===== src/rtl/cache_line_xfer_engine.sv =====
// rtl/cache_line_xfer_engine.sv - moves one cache line between the data array and the memory-side streams
module cache_line_xfer_engine #(
  parameter int DATA_W         = 32,
  parameter int INDEX_W        = 10,
  parameter int WORDS_PER_LINE = 4,
  parameter int OFF_W          = 2
) (
  input  logic                     clk_i,
  input  logic                     rst_i,
  input  logic                     req_valid_i,
  output logic                     req_ready_o,
  input  logic                     req_op_i,
  input  logic [INDEX_W-OFF_W-1:0] req_line_i,
  output logic                     done_o,
  output logic [INDEX_W-1:0]       arr_index_o,
  output logic [DATA_W-1:0]        arr_wdata_o,
  output logic                     arr_we_o,
  input  logic [DATA_W-1:0]        arr_rdata_i,
  input  logic                     mem_rvalid_i,
  output logic                     mem_rready_o,
  input  logic [DATA_W-1:0]        mem_rdata_i,
  output logic                     mem_wvalid_o,
  input  logic                     mem_wready_i,
  output logic [DATA_W-1:0]        mem_wdata_o
);

  localparam int LINE_W = INDEX_W - OFF_W;
  localparam logic [OFF_W-1:0] LAST_CNT = OFF_W'(WORDS_PER_LINE - 1);

  typedef enum logic [1:0] {S_IDLE, S_FILL, S_WB, S_DONE} state_e;

  state_e            state_q, state_d;
  logic [LINE_W-1:0] line_q, line_d;
  logic [OFF_W-1:0]  cnt_q, cnt_d;

  always_ff @(posedge clk_i or posedge rst_i) begin
    if (rst_i) begin
      state_q <= S_IDLE;
      line_q  <= '0;
      cnt_q   <= '0;
    end else begin
      state_q <= state_d;
      line_q  <= line_d;
      cnt_q   <= cnt_d;
    end
  end

  // cnt is exactly OFF_W bits wide, so the increment on the last word wraps it to 0
  always_comb begin
    state_d = state_q;
    line_d  = line_q;
    cnt_d   = cnt_q;
    unique case (state_q)
      S_IDLE: begin
        if (req_valid_i) begin
          line_d  = req_line_i;
          cnt_d   = '0;
          state_d = req_op_i ? S_WB : S_FILL;
        end
      end
      S_FILL: begin
        if (mem_rvalid_i) begin
          cnt_d = cnt_q + OFF_W'(1);
          if (cnt_q == LAST_CNT) state_d = S_DONE;
        end
      end
      S_WB: begin
        if (mem_wready_i) begin
          cnt_d = cnt_q + OFF_W'(1);
          if (cnt_q == LAST_CNT) state_d = S_DONE;
        end
      end
      S_DONE: state_d = S_IDLE;
      default: state_d = S_IDLE;
    endcase
  end

  always_comb begin
    req_ready_o  = 1'b0;
    done_o       = 1'b0;
    arr_we_o     = 1'b0;
    mem_rready_o = 1'b0;
    mem_wvalid_o = 1'b0;
    arr_index_o  = {line_q, cnt_q};
    arr_wdata_o  = mem_rdata_i;
    mem_wdata_o  = arr_rdata_i;
    unique case (state_q)
      S_IDLE: req_ready_o = 1'b1;
      S_FILL: begin
        mem_rready_o = 1'b1;
        arr_we_o     = mem_rvalid_i;
      end
      S_WB:   mem_wvalid_o = 1'b1;
      S_DONE: done_o = 1'b1;
      default: ;
    endcase
  end

endmodule


===== config.mk =====
export PLATFORM = sky130hd
export DESIGN_NAME = cache_line_xfer_engine
export DESIGN_NICKNAME = d
export VERILOG_FILES = /design/src/rtl/cache_line_xfer_engine.sv
export SDC_FILE = /design/constraint.sdc
export NUM_CORES = 1
export LEC_CHECK = 0
export BUFFER_PORTS_ARGS = -buffer_cell sky130_fd_sc_hd__buf_2
export CORE_MARGIN = 2
export CORE_UTILIZATION = 33
export DETAILED_ROUTE_END_ITERATION = 12
export GPL_TIMING_DRIVEN = 0
export PLACE_DENSITY = 0.83
export RECOVER_POWER = 25
export SETUP_SLACK_MARGIN = 0.1
export SYNTH_ARGS = -nofsm -noshare
export SYNTH_HDL_FRONTEND = slang
export SYNTH_SLANG_ARGS = --single-unit

===== constraint.sdc =====
create_clock -name clk_i -period 2.9 [get_ports clk_i]
set_input_delay 0.29 -clock clk_i [delete_from_list [all_inputs] [get_ports clk_i]]
set_output_delay 0.29 -clock clk_i [all_outputs]
set_load 0.01 [all_outputs]

==> results by group <==
Outcome
  • Status: finished, final reports clean

Floorplanning
  • Die ar.: approximately 4000 um2
  • Die H: about 62 um
  • Core Box Area: ~3300 um2
  • Chip width: just over 60 um
  • I/O pins: 157
  • Row count: 21
  • Initial Util: 0.3394

Worst setup path
  • Crit. End Element: flop
  • Critical Path Fanout Max: 7
  • CP required: roughly 3.1 ns
  • Crit path capture: cnt_q[0]$_DFFE_PP0P_
  • Reg2Reg Launch Point: state_q[0]$_DFFE_PP0P_
  • Worst Reg-to-Reg Cells: 5
  • Critical R2R Capture: cnt_q[0]$_DFFE_PP0P_
  • CP Class: flop to flop
  • R2R Setup Slk: 1.22 ns
  • CP Data Arrival Time: about 1.8 ns
  • Startpoint Class: flop
  • CP startpoint: state_q[0]$_DFFE_PP0P_

Clocking
  • CTS root buffer: clkbuf_4
  • CTS tree: built
  • Num CTS Buffers: 3
  • Clock transition at path regs: around 0.08 ns
  • Number of gates resized after CTS: 0
  • Post-CTS setup buffers: 0
  • Hold buffers post-CTS: 0
  • H-tree depth: 1
  • Clock Tree Buf Depth: 2
  • Worst-Skew Late Latency: between 0.2 and 0.3 ns
  • Clock sink total: 12

Routing
  • First-pass DRT Iterations: 2
  • DRC: 0
  • Vias/cell: roughly 4.0
  • WL/cell: 9.720 um
  • Vias post-DR: between 1,000 and 1,500
  • Post-route ant nets: 0
  • DRT Wirelength: about 2.5 mm
  • DRT iter0 DRCs: 8

Synth
  • Synth top cells by count: buf_4, dfrtp_1, mux2_1
  • Most instantiated library cell after synthesis: buf_4
  • Post-synth ARST share: 1.000
  • Cell taking the most area after synthesis: buf_4
  • Net count after synthesis: between 150 and 200
  • Dominant cells by area after synthesis: buf_4, dfrtp_1, mux2_1
  • Yosys top cell area share: 0.4276
  • Syn. warnings: 0
  • Post-synth EDFFs: 0
  • Avg Inst Size Synth: 9.770 um2
  • Yosys reg bits: 12
  • Sequential cell area fraction in the yosys report: 0.2673
  • Post-Syn Area: between 1000 and 1500 um2
  • Top FF cell, synth: dfrtp_1
  • Yosys cell types: 18
  • Synth Instances: roughly 120

Place
  • Cells after DPL: ~250
  • Setup WS pre-CTS: approximately 1.2 ns
  • Placer Congestion: 0.6919
  • IO Port Bufs: ~90
  • HPWL Detailed: roughly 2.2 mm

Finish
  • Final cell count without fillers: 257
  • Share of cells above drive strength 1: 0.7109
  • Filler cell count in the final layout: 344
  • Area growth, synth to finish: 47.88%
  • Final layout net count: just under 300
  • Antenna cells: 0

Global route
  • Grt ovf: 0
  • Met2 Use GR: 0.2391
  • GR Layer Usage met3: 0.04891
  • Met1 Resource Use GR: 0.1061
  • Initial antenna violation count: 0
  • Vias in the first global route: approximately 900
  • Wire length of the first global-routing pass: 3.788 mm
  • Global-route usage over all layers: 0.1197
  • Largest net degree at the start of global routing: 13
  • GRT busiest layer: met2

STA
  • Setup Skew: between 0.003 and 0.004 ns
  • Tmin final: approximately 1.7 ns
  • Period utilization: 0.5797
  • RSZ-0062 raised after global routing: false
  • Fmax: slightly below 600 MHz
  • Least-Margin Pin Slew: 0.4673 ns
  • Setup ws final: roughly 1.2 ns
  • Worst rel slew slack: 0.6881
  • Setup TNS: 0 ns
  • Max-slew violations: 0
  • Count of final hold-check violations: 0
  • Final setup vio count: 0

Min path
  • Hold Crit Class: input port to async pin

Job
  • Max Cap Viol: 0

Power
  • Pwr dens: roughly 660 nW/um2
  • Tot Pwr: ~1.1 mW
  • LEAKAGE: between 0.9 and 1 nW
  • VDD IR max: approximately 280 uV
==> cells by family after synthesis <==
family / Yosys count / share of synthesized area
and+or+nand+nor: 12 / 0.07794
AOI/OAI and AO/OA: 6 / 0.04455
muxes: 10 / 0.09911
DFF: 12 / 0.2673
adders and majority gates: 6 / 0.06681
buffers and inverters: 69 / 0.4443
==> worst min-delay path by stage <==
stage,from,endpoint,slack (ns),cells after the start
detailed placement,rst_i,line_q[3]$_DFFE_PP0P_,0.32,2
floorplan,rst_i,cnt_q[0]$_DFFE_PP0P_,0.15,1
global placement,rst_i,line_q[3]$_DFFE_PP0P_,0.33,2
CTS,rst_i,state_q[0]$_DFFE_PP0P_,0.02,2
finish,rst_i,state_q[0]$_DFFE_PP0P_,0.02,2
global route,rst_i,line_q[2]$_DFFE_PP0P_,0.06,2
==> worst max-delay path, cell delays in order, from the launching register on <==
cell and delay, ns:
dfrtp_1 0.44, inv_1 0.09, ha_1 0.28, nor2b_4 0.17
nor4_4 0.25, mux2_1 0.35
==> sequential cells by signal (all words and copies together), names as in the netlist <==
| register | cells |
|---|---|
| cnt_q | 2 |
| state_q | 2 |
| line_q | 8 |
==> final cells by class <==
| class | instances | area, um2 | area share |
|---|---|---|---|
| tap | 46 | 57.56 | 0.03464 |
| timing repair buffer | 92 | 444.2 | 0.2673 |
| buffer | 64 | 480.5 | 0.2892 |
| multi-input combinational | 34 | 324.1 | 0.1950 |
| sequential | 12 | 300.3 | 0.1807 |
| clock buffer | 4 | 36.28 | 0.02184 |
| inverter | 5 | 18.77 | 0.01130 |
==> where the power goes <==
group | internal [mW] | switching (mW) | total [mW]
clock | 0.0762 | 0.0554 | 0.132
combinational | 0.348 | 0.307 | 0.654
sequential | 0.254 | 0.0563 | 0.310
==> cells in the final DEF, fill, tap and decap left out <==
| cell | instances |
|---|---|
| a21o_1 | 1 |
| clkbuf_8 | 1 |
| mux2_1 | 9 |
| dfrtp_1 | 12 |
| nor3_1 | 1 |
| o21ai_0 | 2 |
| a2bb2oi_1 | 2 |
| ha_1 | 6 |
| and2_1 | 1 |
| clkbuf_1 | 13 |
| inv_1 | 4 |
| buf_2 | 79 |
| buf_4 | 64 |
| nor2b_1 | 4 |
| nand3_1 | 1 |
| clkinv_1 | 1 |
| a2111oi_2 | 1 |
| nand2_1 | 3 |
| clkbuf_4 | 3 |
| nor4_4 | 1 |
| nor2b_4 | 1 |
| mux2i_1 | 1 |
==> routing by layer <==
layer | up-vias | part of all wire
li1 | 497 | -
met1 | 448 | 0.30
met2 | 75 | 0.56
met3 | 0 | 0.14
met4 | 0 | 0
met5 | - | 0
==> metrics by stage <==
stage | utilization | hold slack, ns | cell area [um2]
3_3_place_gp | 0.4958 | 0.3258 | 1642
6_report | 0.5019 | 0.02019 | 1662
2_1_floorplan | - | 0.1547 | 1124
3_5_place_dp | 0.4958 | 0.3233 | 1642
5_1_grt | 0.5019 | 0.05635 | 1662
4_1_cts | 0.5068 | 0.01867 | 1678
Note: power is estimated with default switching activity, not from simulation.
